`config.mk`:
```
export PLATFORM = sky130hd
export DESIGN_NAME = branch_predictor_flat
export DESIGN_NICKNAME = d
export VERILOG_FILES = /design/src/rtl/branch_predictor_pkg.sv /design/src/rtl/branch_predictor_if.sv /design/src/rtl/branch_predictor_sat_counter2.sv /design/src/rtl/branch_predictor.sv /design/src/flat_wrapper.sv
export SDC_FILE = /design/constraint.sdc
export NUM_CORES = 1
export LEC_CHECK = 0
export ABC_AREA = 1
export BUFFER_PORTS_ARGS = -buffer_cell sky130_fd_sc_hd__buf_2
export CELL_PAD_IN_SITES_DETAIL_PLACEMENT = 0
export CELL_PAD_IN_SITES_GLOBAL_PLACEMENT = 1
export CORE_MARGIN = 2
export CORE_UTILIZATION = 43
export DETAILED_ROUTE_END_ITERATION = 12
export GPL_TIMING_DRIVEN = 0
export PLACE_DENSITY = 0.79
export SLEW_MARGIN = 0
export SYNTH_ARGS = -nofsm -noshare
export SYNTH_HDL_FRONTEND = slang
export SYNTH_SLANG_ARGS = --single-unit
```
`constraint.sdc`:
```
create_clock -name clk -period 7.6 [get_ports clk]
set_input_delay 1.52 -clock clk [delete_from_list [all_inputs] [get_ports clk]]
set_output_delay 1.52 -clock clk [all_outputs]
set_load 0.01 [all_outputs]
```
`src/rtl/branch_predictor_pkg.sv`:
```
// Shared encodings for the branch predictor: counter states, branch classes, default table size.
package branch_predictor_pkg;

  localparam int BHT_ENTRIES_DEFAULT = 64;

  localparam logic [1:0] SNT = 2'b00;
  localparam logic [1:0] WNT = 2'b01;
  localparam logic [1:0] WT  = 2'b10;
  localparam logic [1:0] ST  = 2'b11;

  localparam logic [1:0] BR_NONE = 2'b00;
  localparam logic [1:0] BR_COND = 2'b01;
  localparam logic [1:0] BR_JAL  = 2'b10;
  localparam logic [1:0] BR_JALR = 2'b11;

endpackage

```
`src/rtl/branch_predictor_if.sv`:
```
// Fetch-lookup and execute-resolve bundle between the pipeline (master) and the predictor (slave).
interface branch_predictor_if
  import branch_predictor_pkg::*;
#(
  parameter int BHT_ENTRIES = BHT_ENTRIES_DEFAULT
) ();
  localparam int INDEX_BITS = $clog2(BHT_ENTRIES);

  logic [31:0]           IF_PC;
  logic                  prediction;
  logic [INDEX_BITS-1:0] IF_index;
  logic                  EXE_valid;
  logic [1:0]            EXE_branch;
  logic                  EXE_prediction;
  logic [INDEX_BITS-1:0] EXE_index;
  logic                  EXE_taken;
  logic                  misprediction;
  logic [31:0]           branch_count;
  logic [31:0]           mispredict_count;

  modport master (
    output IF_PC, EXE_valid, EXE_branch, EXE_prediction, EXE_index, EXE_taken,
    input  prediction, IF_index, misprediction, branch_count, mispredict_count
  );

  modport slave (
    input  IF_PC, EXE_valid, EXE_branch, EXE_prediction, EXE_index, EXE_taken,
    output prediction, IF_index, misprediction, branch_count, mispredict_count
  );
endinterface

```
`src/rtl/branch_predictor_sat_counter2.sv`:
```
// 2-bit up/down saturating next-state function; purely combinational, no backpressure.
module sat_counter2
  import branch_predictor_pkg::*;
(
  input  logic [1:0] cur,
  input  logic       inc,
  output logic [1:0] nxt
);
  always_comb begin
    nxt = cur;
    if (inc) begin
      if (cur != ST) nxt = cur + 2'd1;
    end else begin
      if (cur != SNT) nxt = cur - 2'd1;
    end
  end
endmodule

```
`src/rtl/branch_predictor.sv`:
```
// 2-bit-counter BHT direction predictor; lookup and misprediction are combinational, training lands next cycle.
// No backpressure. Defining BP_GSHARE_EN XORs a resolve-time global history into the index.
module branch_predictor
  import branch_predictor_pkg::*;
#(
  parameter int BHT_ENTRIES = BHT_ENTRIES_DEFAULT
) (
  input logic              clk,
  input logic              rst,
  branch_predictor_if.slave bp
);
  localparam int INDEX_BITS = $clog2(BHT_ENTRIES);

  logic [1:0]            bht [BHT_ENTRIES];
  logic [INDEX_BITS-1:0] pc_index;
  logic [INDEX_BITS-1:0] lookup_index;
  logic                  resolve;
  logic                  mispredict;
  logic [1:0]            trained;
  logic [31:0]           branch_cnt;
  logic [31:0]           mispred_cnt;
  logic                  unused_pc_bits;

  assign pc_index       = bp.IF_PC[INDEX_BITS+1:2];
  assign unused_pc_bits = ^{bp.IF_PC[31:INDEX_BITS+2], bp.IF_PC[1:0]};

`ifdef BP_GSHARE_EN
  logic [INDEX_BITS-1:0] ghr;

  // History advances only on resolved conditional branches, never speculatively at fetch.
  always_ff @(posedge clk or posedge rst) begin
    if (rst) ghr <= '0;
    else if (resolve) ghr <= {ghr[INDEX_BITS-2:0], bp.EXE_taken};
  end

  assign lookup_index = pc_index ^ ghr;
`else
  assign lookup_index = pc_index;
`endif

  assign resolve    = bp.EXE_valid && (bp.EXE_branch == BR_COND);
  assign mispredict = resolve && (bp.EXE_taken != bp.EXE_prediction);

  sat_counter2 u_sat (
    .cur (bht[bp.EXE_index]),
    .inc (bp.EXE_taken),
    .nxt (trained)
  );

  // Training uses the index carried from fetch so gshare history drift cannot redirect the update.
  always_ff @(posedge clk or posedge rst) begin
    if (rst) begin
      for (int i = 0; i < BHT_ENTRIES; i++) bht[i] <= WNT;
    end else if (resolve) begin
      bht[bp.EXE_index] <= trained;
    end
  end

  always_ff @(posedge clk or posedge rst) begin
    if (rst) begin
      branch_cnt  <= '0;
      mispred_cnt <= '0;
    end else if (resolve) begin
      if (branch_cnt != '1) branch_cnt <= branch_cnt + 32'd1;
      if (mispredict && (mispred_cnt != '1)) mispred_cnt <= mispred_cnt + 32'd1;
    end
  end

  assign bp.IF_index         = lookup_index;
  assign bp.prediction       = bht[lookup_index][1];
  assign bp.misprediction    = mispredict;
  assign bp.branch_count     = branch_cnt;
  assign bp.mispredict_count = mispred_cnt;
endmodule

```
`src/flat_wrapper.sv`:
```
// flat-port wrapper written by rule: the top's interface ports become plain ports
module branch_predictor_flat import branch_predictor_pkg::*;
#(
  parameter int BHT_ENTRIES = BHT_ENTRIES_DEFAULT
)
  (clk, rst, bp_IF_PC, bp_EXE_valid, bp_EXE_branch, bp_EXE_prediction, bp_EXE_index, bp_EXE_taken, bp_prediction, bp_IF_index, bp_misprediction, bp_branch_count, bp_mispredict_count);
  branch_predictor_if #(.BHT_ENTRIES(BHT_ENTRIES)) bp_i ();
  input logic clk;
  input logic rst;
  input wire logic [$bits(bp_i.IF_PC)-1:0] bp_IF_PC;
  input wire logic [$bits(bp_i.EXE_valid)-1:0] bp_EXE_valid;
  input wire logic [$bits(bp_i.EXE_branch)-1:0] bp_EXE_branch;
  input wire logic [$bits(bp_i.EXE_prediction)-1:0] bp_EXE_prediction;
  input wire logic [$bits(bp_i.EXE_index)-1:0] bp_EXE_index;
  input wire logic [$bits(bp_i.EXE_taken)-1:0] bp_EXE_taken;
  output wire logic [$bits(bp_i.prediction)-1:0] bp_prediction;
  output wire logic [$bits(bp_i.IF_index)-1:0] bp_IF_index;
  output wire logic [$bits(bp_i.misprediction)-1:0] bp_misprediction;
  output wire logic [$bits(bp_i.branch_count)-1:0] bp_branch_count;
  output wire logic [$bits(bp_i.mispredict_count)-1:0] bp_mispredict_count;
  assign bp_i.IF_PC = bp_IF_PC;
  assign bp_i.EXE_valid = bp_EXE_valid;
  assign bp_i.EXE_branch = bp_EXE_branch;
  assign bp_i.EXE_prediction = bp_EXE_prediction;
  assign bp_i.EXE_index = bp_EXE_index;
  assign bp_i.EXE_taken = bp_EXE_taken;
  assign bp_prediction = bp_i.prediction;
  assign bp_IF_index = bp_i.IF_index;
  assign bp_misprediction = bp_i.misprediction;
  assign bp_branch_count = bp_i.branch_count;
  assign bp_mispredict_count = bp_i.mispredict_count;
  branch_predictor #(.BHT_ENTRIES(BHT_ENTRIES)) u_core (.clk(clk), .rst(rst), .bp(bp_i));
endmodule
```
Word level (Yosys, flattened, before mapping)
Index checks and enable logic that the tools add are counted.
Widths: inputs -> output; s select.
{ "totals": {"ff_bits": 192, "out_inout_bits": 72, "elab_cells": 99} }
{ "op_classes": {"add_sub_neg": 4, "magnitude_cmp": 3, "eq_ne": 5, "muxes": 12, "n_bitwise": 2, "reduce_logical": 7} }
{ "op_table": {"columns": ["operator", "n"], "rows": [
  ["$bwmux 128", 1],
  ["$add 32x1->32 const B", 2],
  ["$ne 32x32->1 const B", 2],
  ["$bmux 2 s6", 2],
  ["$mux 2", 8],
  ["$ge 7x7->1 const B", 2],
  ["$not 6->7", 2],
  ["$demux 2 s6", 1],
  ["$lt 7x1->1 const B", 1],
  ["$logic_and 1x1->1", 4],
  ["$reduce_and 2->1", 2],
  ["$add 2x1->2 const B", 1],
  ["$eq 2x1->1 const B", 1],
  ["$ne 2x2->1 const B", 1],
  ["$reduce_bool 2->1", 1],
  ["$sub 2x1->2 const B", 1],
  ["$ne 1x1->1", 1]
]} }

Logic depth before layout (Yosys ltp)
Gate-level depths: netlist of the first run.
{ "depth": {"ltp_word": 8, "depth_mapped": 20} }

Hierarchy
Synthesis of the first run repeated with hierarchy kept, for this count alone.
{ "hier_totals": {"hier_cells": 1622, "hier_area_um2": 11214.5} }
{ "by_module_without_submodules": {"columns": ["mod", "instances", "cells_each", "area_each_um2", "seq_area_each_um2"], "rows": [
  ["branch_predictor", 1, 1616, 11189.5, 4884.7],
  ["sat_counter2", 1, 6, 25.0, 0.0]
]} }

Worst setup path after synthesis of the first run
Ideal clock, no wire load.
{ "synth_timing": {"kind": "input to output", "start": "in bp_IF_PC[2]", "end": "out bp_prediction", "arrival_time_ns": 2.791, "t_required_ns": 6.080, "slack_ns": 3.289, "cell_stages": 8, "path_cell_list": "clkbuf_1 clkbuf_1 o21ai_0 o211ai_1 o211ai_1 nand3_1 nand2_1 o21ai_0"} }
{ "synth_via": {"elab_chain_cells": 4} }
{ "synth_lines": {"columns": ["item", "line_no", "text"], "rows": [
  ["start, declared", "flat_wrapper.sv:10", "input wire logic [$bits(bp_i.IF_PC)-1:0] bp_IF_PC;"],
  ["$not 6->7 (not written as such)", "branch_predictor.sv:70", "assign bp.prediction = bht[lookup_index][1];"],
  ["$bmux 2 s6", "branch_predictor.sv:70", null],
  ["$mux 2 (not written as such) (2 in a row)", "branch_predictor.sv:70", null],
  ["end, declared", "flat_wrapper.sv:16", "output wire logic [$bits(bp_i.prediction)-1:0] bp_prediction;"]
]} }
Every way passes these cells. The select of a mux whose other input is x is not followed.

Worst setup path after layout of the first run
Ends and elaborated chain as after synthesis.

==> results.sh, run 1 <==
export IMPL_status="complete, no violations"
export IMPL_final_cell_count_no_fill=2065
export IMPL_synth_top_area_cell="dfrtp_1"
export IMPL_worst_pin_slew_ns=1.12
export IMPL_async_reset_ff_frac=1.00
export IMPL_drv_cap=0
export IMPL_finalPower_mw=2.43
export IMPL_syn_nets=1661
export IMPL_port_buffers=88
export IMPL_critPathLaunchType="input pin"
export IMPL_clkLatencyLatePin_ns=0.46
export IMPL_htreeDepth=4
export IMPL_overflow=0
export IMPL_grt_usage=0.286
export IMPL_ys_top_cells_by_area="dfrtp_1 (29%), nand2_1 (23%), dfstp_2 (15%)"
export IMPL_cts_sinks=192
export IMPL_ys_flop_type="dfrtp_1"
export IMPL_min_path_type="reg2reg"
export IMPL_rsz0062_at_grt="no"
export IMPL_pre_cts_slack_ns=2.29
export IMPL_endpoint_kind="output port"
export IMPL_synth_cells=1614
export IMPL_path_class="in2out"
export IMPL_powerDensity_nw_per_um2=192
export IMPL_cts_resized=0
export IMPL_grt_max_degree=98
export IMPL_dp_cells=2033
export IMPL_grt_pass1_wl_mm=58.1
export IMPL_drt_iter0_drc=1080
export IMPL_die_height_um=165
export IMPL_wl_per_cell_um=18.2
export IMPL_synthMuxAreaShare=0
export IMPL_p_leak_nw=6.39
export IMPL_fmax_mhz=185
export IMPL_cp_arrival_ns=3.90
export IMPL_drt_vias_per_instance=5.19
export IMPL_finalWirelength_mm=37.5
export IMPL_syn2layout_area_growth_pct=13.5
export IMPL_syn_avg_cell_area_um2=6.90
export IMPL_ys_warn_count=0
export IMPL_dpl_cell_area_um2=12000
export IMPL_yosys_area_share_simple=0.375
export IMPL_fp_dieArea_um2=27200
export IMPL_setup_violations=0
export IMPL_ctsRootBufferMaster="clkbuf_16"
export IMPL_cp_required_ns=6.08
export IMPL_synth_adder_area_share=0.00225
export IMPL_fin_crit_sh=0.713
export IMPL_hold_buffers=0
export IMPL_grt_pass1_vias=10200
export IMPL_layout_setup_ws_ns=2.18
export IMPL_finalHoldViolCount=0
export IMPL_fin_crit_ns=5.42
export IMPL_num_vias=10700
export IMPL_clk_pin_slew_worst_paths_ns=0.07
export IMPL_ys_seq_elements=192
export IMPL_cts_setup_buffers=0
export IMPL_synth_area_um2=11100
export IMPL_synth_top_area_frac=0.288
export IMPL_dr_pass1_iters=6
export IMPL_start_util=0.440
export IMPL_rows=58
export IMPL_yosysSeqAreaShare=0.439
export IMPL_hpwlAfterDp_mm=25.4
export IMPL_drtAntennaViolNets=0
export IMPL_cts_tree="built"
export IMPL_cp_max_fo=10
export IMPL_finalMaxSlewViolations=0
export IMPL_yosysUniqueCellTypes=29
export IMPL_synth_edf_count=0
export IMPL_slew_headroom=0.251
export IMPL_globalplace_congestion=0.917
export IMPL_final_nets=1769
export IMPL_synth_xor_area_frac=0.0480
export IMPL_numCtsBuffers=17
export IMPL_skew_ns=0.0172
export IMPL_route_detailed_drc=0
export IMPL_grt_antenna_before_repair=0
export IMPL_antenna_cells=0
export IMPL_fillCellCount=2608
export IMPL_fp_dieW_um=165
export IMPL_ir_drop_v=0.000135
export IMPL_fin_area_um2=12600
export IMPL_drive_above_1_share=0.138
export IMPL_synth_common_cells="nand2_1 (678), inv_1 (180), nor2_1 (130)"
export IMPL_yosysMostFrequentCell="nand2_1"
export IMPL_core_um2=25300
export IMPL_clockBufferDepth=2
export IMPL_synth_compound_area_frac=0.0440
export IMPL_pin_count=117
export IMPL_synth_top_family_by_area="simple AND/OR/NAND/NOR gates"
cell type report:
cell class	instances	area, µm²	area share
multi-input cells	1175	5220	0.413
flip-flops and latches	192	4880	0.386
well taps	330	413	0.0327
clock buffers	17	425	0.0336
plain buffers	63	342	0.0270
inverters	184	698	0.0552
repair buffers	89	468	0.0370
clock inverters	15	193	0.0152
metal layers:
| metal | up-vias | part of all wire | global-route usage |
|---|---|---|---|
| li1 | 5221 | - | - |
| met1 | 5012 | 0.44 | 0.376 |
| met3 | 96 | 0.064 | 0.0495 |
| met2 | 393 | 0.45 | 0.461 |
| met5 | - | 0 | 0 |
| met4 | 0 | 0.043 | 0.130 |
flip-flops by register name, indices dropped and copies added (netlist names):
| name | cells |
|---|---|
| u_core.bp.branch_count | 32 |
| u_core.bp.mispredict_count | 32 |
| u_core.bht | 128 |
final timing paths:
| check | slack, ns | cells after the start | from | to |
|---|---|---|---|---|
| worst max-delay path | 2.18 | 10 | bp_IF_PC[2] | bp_prediction |
| worst min-delay path | 0.47 | 2 | u_core.bht[26] | u_core.bht[26] |
| worst max register to register | 5.29 | 12 | u_core.bp.mispredict_count[0] | u_core.bp.mispredict_count[26] |
| worst min register to register | 0.47 | 2 | u_core.bht[26] | u_core.bht[26] |
| max in group asynchronous | 5.47 | 3 | rst | u_core.bht[76] |
| min in group asynchronous | 1.17 | 2 | rst | u_core.bp.branch_count[14] |
cells by family (layout without fill, tap and decap cells):
kind of cell,Yosys count,after routing
DFF,192,192
buffers and inverters,247,368
xor gates and xnor gates,61,61
adders and majority gates,2,2
AOI/OAI and AO/OA,88,88
and+or+nand+nor,1024,1024
critical path, cell delays in order:
cell and delay [ns]:
buf_2 0.13, clkbuf_1 0.53, clkbuf_1 0.56, o21ai_0 0.16, o211ai_1 0.22, o211ai_1 0.12
nand3_1 0.11, nand2_1 0.05, o21ai_0 0.28, buf_2 0.20
cells in the final DEF (no fill, tap or decap), drive strengths merged, types with 33 or more instances in the layout:
cell type	instances
nand2	681
inv	187
buf	136
nor2	132
dfrtp	128
nand3	114
dfstp	64
nor3	60
o21ai	51
xor2	39
clkbuf	33
through the flow:
stage          TNS [ns]  hold WS [ns]  utilization
2_1_floorplan         0         0.447            -
3_5_place_dp          0         0.456        0.475
3_3_place_gp    -208.10         0.454        0.473
5_1_grt               0         0.476        0.499
4_1_cts               0         0.469        0.499
6_report              0         0.467        0.499
where the power goes:
part | switching (mW) | internal (mW) | total, mW
logic | 0.234 | 0.0998 | 0.334
clock network | 0.489 | 0.477 | 0.966
registers | 0.0423 | 1.09 | 1.13
Note: power is estimated with default switching activity, not from simulation.
==> inputs of run 2 (changes only) <==
- clock period: 7.6 -> 5.15 ns (I/O delays scaled with it)
==> run 2 against run 1 <==
Hold slack got worse by 0.0014 ns; sequential power rose by 47%; clock power rose by 44%; worst setup slack got worse by 1.5 ns; first-iteration DRC count fell by 6.7%; routed wire length barely moved.
==> results.sh, run 2 (same netlist as run 1, synthesis figures left out) <==
export IMPL_status="complete, no violations"
export IMPL_htreeDepth=4
export IMPL_num_vias=10700
export IMPL_start_util=0.440
export IMPL_skew_ns=0.0125
export IMPL_drtAntennaViolNets=0
export IMPL_final_cell_mix="nand2_1 (678), inv_1 (179), nor2_1 (130)"
export IMPL_clk_pin_slew_worst_paths_ns=0.08
export IMPL_powerDensity_nw_per_um2=280
export IMPL_clkLatencyLatePin_ns=0.46
export IMPL_cts_setup_buffers=0
export IMPL_setup_violations=0
export IMPL_dr_pass1_iters=5
export IMPL_finalMaxSlewViolations=0
export IMPL_fp_dieArea_um2=27200
export IMPL_overflow=0
export IMPL_cts_resized=0
export IMPL_drt_vias_per_instance=5.17
export IMPL_grt_antenna_before_repair=0
export IMPL_drv_cap=0
export IMPL_core_um2=25300
export IMPL_syn2layout_area_growth_pct=14.1
export IMPL_cp_max_fo=10
export IMPL_final_nets=1774
export IMPL_grt_usage=0.289
export IMPL_drive_above_1_share=0.141
export IMPL_regMostFlops="u_core.bht"
export IMPL_fin_crit_sh=0.858
export IMPL_numCtsBuffers=17
export IMPL_cts_tree="built"
export IMPL_rsz0062_at_grt="no"
export IMPL_finalHoldViolCount=0
export IMPL_cp_arrival_ns=3.39
export IMPL_ir_drop_v=0.000210
export IMPL_p_leak_nw=6.42
export IMPL_cp_required_ns=4.12
export IMPL_endpoint_kind="output port"
export IMPL_wl_per_cell_um=18.1
export IMPL_path_class="in2out"
export IMPL_grt_max_degree=34
export IMPL_fp_dieW_um=165
export IMPL_rows=58
export IMPL_finalWirelength_mm=37.5
export IMPL_drt_iter0_drc=1008
export IMPL_hpwlAfterDp_mm=26.0
export IMPL_final_common_cell="nand2_1"
export IMPL_grt_pass1_vias=10400
export IMPL_slew_headroom=0.297
export IMPL_min_path_type="reg2reg"
export IMPL_grt_pass1_wl_mm=59.1
export IMPL_die_height_um=165
export IMPL_fillCellCount=2569
export IMPL_ctsRootBufferMaster="clkbuf_16"
export IMPL_antenna_cells=0
export IMPL_worst_pin_slew_ns=1.05
export IMPL_hold_buffers=0
export IMPL_fin_crit_ns=4.42
export IMPL_largest_reg_flops=128
export IMPL_globalplace_congestion=0.932
export IMPL_clockBufferDepth=2
export IMPL_pin_count=117
export IMPL_cts_sinks=192
export IMPL_fmax_mhz=226
export IMPL_setup_tns_ns=0
export IMPL_critPathLaunchType="input pin"
export IMPL_route_detailed_drc=0
export IMPL_port_buffers=88
export IMPL_finalPower_mw=3.55
export IMPL_timing_hold_ws_ns=0.466
run 2: layout make-up:
class | instances | area, µm² | share of cell area
Sequential cell | 192 | 4880 | 0.384
Tap cell | 330 | 413 | 0.0325
Buffer | 63 | 342 | 0.0269
Timing Repair Buffer | 94 | 561 | 0.0441
Clock inverter | 15 | 173 | 0.0136
Inverter | 184 | 694 | 0.0546
Clock buffer | 17 | 425 | 0.0335
Multi-Input combinational cell | 1175 | 5220 | 0.411
run 2: layer usage:
layer / wire, µm / vias up / track usage
li1: - / 5209 / -
met1: 16600 / 5002 / 0.389
met2: 16900 / 403 / 0.463
met3: 2430 / 85 / 0.0442
met4: 1520 / 0 / 0.125
met5: 0 / - / 0
run 2: where the power goes:
| group | switching [mW] | internal [mW] |
|---|---|---|
| clock network | 0.692 | 0.693 |
| logic | 0.350 | 0.155 |
| registers | 0.0615 | 1.60 |
| total | 1.10 | 2.45 |
run 2: path summary, 6_finish.rpt:
| path | slack, ns | cells after the start | startpoint | to |
|---|---|---|---|---|
| setup / recovery | 0.73 | 10 | bp_IF_PC[2] | bp_prediction |
| hold / removal | 0.47 | 2 | u_core.bht[114] | u_core.bht[114] |
| setup reg to reg | 2.83 | 12 | u_core.bht[39] | u_core.bht[61] |
| hold reg to reg | 0.47 | 2 | u_core.bht[114] | u_core.bht[114] |
| max in group asynchronous | 3.50 | 5 | rst | u_core.bht[126] |
| min in group asynchronous | 0.59 | 2 | rst | u_core.bp.mispredict_count[4] |
run 2: metrics by stage:
stage	setup slack (ns)	instances	utilization	instance area, µm²
6_report	0.731	2070	0.502	12700
2_1_floorplan	1.70	1614	-	11100
4_1_cts	0.794	2070	0.502	12700
3_5_place_dp	0.791	2038	0.478	12100
3_3_place_gp	0.284	2032	0.474	12000
5_1_grt	0.611	2070	0.502	12700
run 2: worst max-delay path: stages:
cell	delay [ns]
buf_2	0.13
clkbuf_1	0.53
clkbuf_1	0.53
o21ai_0	0.14
o21ai_0	0.24
o211ai_1	0.15
nand3_1	0.12
nand2_1	0.05
o21ai_0	0.26
buf_2	0.20
==> inputs of run 3 (changes only) <==
- CORE_ASPECT_RATIO: unset -> 0.7
==> run 3 against run 2 <==
Global-route usage rose by 0.72 points; final cell count did not move; design area fell by 0.12%; largest power group unchanged; die area barely moved; sequential power barely moved; clock power barely moved; core utilization fell by 0.53 points; critical path depth did not move; register-to-register slack got worse by 0.03 ns; worst setup slack got worse by 0.0094 ns; critical endpoint unchanged; via count rose by 2.4%; combinational power rose by 0.8%.
==> results.sh, run 3 (same netlist as run 1, synthesis figures left out) <==
export IMPL_status="complete, no violations"
export IMPL_final_common_cell="nand2_1"
export IMPL_rsz0062_at_grt="no"
export IMPL_core_um2=25600
export IMPL_final_nets=1773
export IMPL_powerDensity_nw_per_um2=280
export IMPL_syn2layout_area_growth_pct=14.0
export IMPL_setup_violations=0
export IMPL_dpl_cell_area_um2=12100
export IMPL_critPathLaunchType="input pin"
export IMPL_wl_per_cell_um=18.8
export IMPL_register_area_um2=4880
export IMPL_antenna_cells=0
export IMPL_drv_cap=0
export IMPL_fp_dieW_um=196
export IMPL_rows=49
export IMPL_start_util=0.436
export IMPL_die_height_um=139
export IMPL_finalWirelength_mm=39.0
export IMPL_min_path_type="reg2reg"
export IMPL_grt_pass1_vias=10200
export IMPL_num_vias=11000
export IMPL_multi_input_area_um2=5220
export IMPL_dr_pass1_iters=8
export IMPL_grt_pass1_wl_mm=60.3
export IMPL_swShare=0.311
export IMPL_route_detailed_drc=0
export IMPL_finalMaxSlewViolations=0
export IMPL_cp_arrival_ns=3.40
export IMPL_power_frac_clock=0.388
export IMPL_clockBufferDepth=2
export IMPL_internal_power_mw=2.45
export IMPL_layout_setup_ws_ns=0.722
export IMPL_comb_power_share=0.143
export IMPL_p_switching_mw=1.11
export IMPL_finalHoldViolCount=0
export IMPL_cts_tree="built"
export IMPL_drive_above_1_share=0.140
export IMPL_worst_pin_slew_ns=1.15
export IMPL_numCtsBuffers=17
export IMPL_overflow=0
export IMPL_fmax_mhz=226
export IMPL_drt_iter0_drc=1049
export IMPL_cts_sinks=192
export IMPL_hold_buffers=0
export IMPL_grt_antenna_before_repair=0
export IMPL_largest_reg_flops=128
export IMPL_ff2ff_path_depth=11
export IMPL_drt_vias_per_instance=5.29
export IMPL_fin_crit_sh=0.860
export IMPL_cts_resized=0
export IMPL_fin_area_um2=12700
export IMPL_hold_path_depth=2
export IMPL_globalplace_congestion=0.956
export IMPL_fp_dieArea_um2=27200
export IMPL_fillCellCount=2683
export IMPL_grt_usage=0.296
export IMPL_p_leak_nw=6.42
export IMPL_endpoint_kind="output port"
export IMPL_seqPwrFrac=0.469
export IMPL_port_buffers=88
export IMPL_path_class="in2out"
export IMPL_hpwlAfterDp_mm=27.8
export IMPL_setup_tns_ns=0
export IMPL_grt_max_degree=40
export IMPL_finalPower_mw=3.56
export IMPL_cp_required_ns=4.12
export IMPL_ctsRootBufferMaster="clkbuf_16"
export IMPL_final_cell_mix="nand2_1 (678), inv_1 (179), nor2_1 (130)"
export IMPL_clkLatencyLatePin_ns=0.48
export IMPL_clk_pin_slew_worst_paths_ns=0.07
export IMPL_cts_setup_buffers=0
export IMPL_pin_count=117
export IMPL_htreeDepth=4
export IMPL_ir_drop_v=0.000220
export IMPL_cp_max_fo=10
export IMPL_slew_headroom=0.229
export IMPL_drtAntennaViolNets=0
export IMPL_fin_crit_ns=4.43
export IMPL_timing_hold_ws_ns=0.468
export IMPL_regMostFlops="u_core.bht"
export IMPL_pre_cts_slack_ns=0.768
export IMPL_skew_ns=0.0149
==> run 3: final timing paths <==
| kind | start | end | slack, ns |
|---|---|---|---|
| worst max-delay path | bp_IF_PC[2] | bp_prediction | 0.72 |
| worst min-delay path | u_core.bht[60] | u_core.bht[60] | 0.47 |
| worst max register to register | u_core.bp.branch_count[13] | u_core.bp.branch_count[6] | 2.80 |
| worst min register to register | u_core.bht[60] | u_core.bht[60] | 0.47 |
| max in group asynchronous | rst | u_core.bht[126] | 3.27 |
| min in group asynchronous | rst | u_core.bht[27] | 0.68 |
==> run 3: power groups by stage <==
stage | Combinational [mW] | Clock (mW) | Sequential (mW)
2_1_floorplan | 0.291 | 0 | 1.69
3_3_place_gp | 0.487 | 0 | 1.69
3_5_place_dp | 0.503 | 0 | 1.69
4_1_cts | 0.505 | 1.40 | 1.67
5_1_grt | 0.561 | 1.46 | 1.68
6_report | 0.509 | 1.38 | 1.67
==> run 3: metrics by stage <==
step                utilization  instances
CTS                       0.497       2070
global placement          0.469       2033
detailed placement        0.473       2038
floorplan                     -       1614
finish                    0.497       2070
global route              0.497       2070
==> run 3: area by class of cell <==
type / instances / share of cell area
Clock buffer: 18 / 0.0338
Tap cell: 331 / 0.0326
Inverter: 184 / 0.0547
Clock inverter: 14 / 0.0136
Timing Repair Buffer: 93 / 0.0426
Multi-Input combinational cell: 1175 / 0.411
Buffer: 63 / 0.0269
Sequential cell: 192 / 0.385
==> run 3: routing by layer <==
metal / up-vias / part of all wire / global-route usage
met4: 0 / 0.022 / 0.0989
met5: - / 0 / 0
met3: 58 / 0.090 / 0.0610
met1: 5228 / 0.49 / 0.459
li1: 5228 / - / -
met2: 443 / 0.40 / 0.405
==> run 3: worst max-delay path: stages <==
cell and delay, ns:
buf_2 0.13, clkbuf_1 0.50, clkbuf_1 0.50, o21ai_0 0.15
o211ai_1 0.21, o211ai_1 0.17, nand3_1 0.14, nand2_1 0.06
o21ai_0 0.31, buf_2 0.20
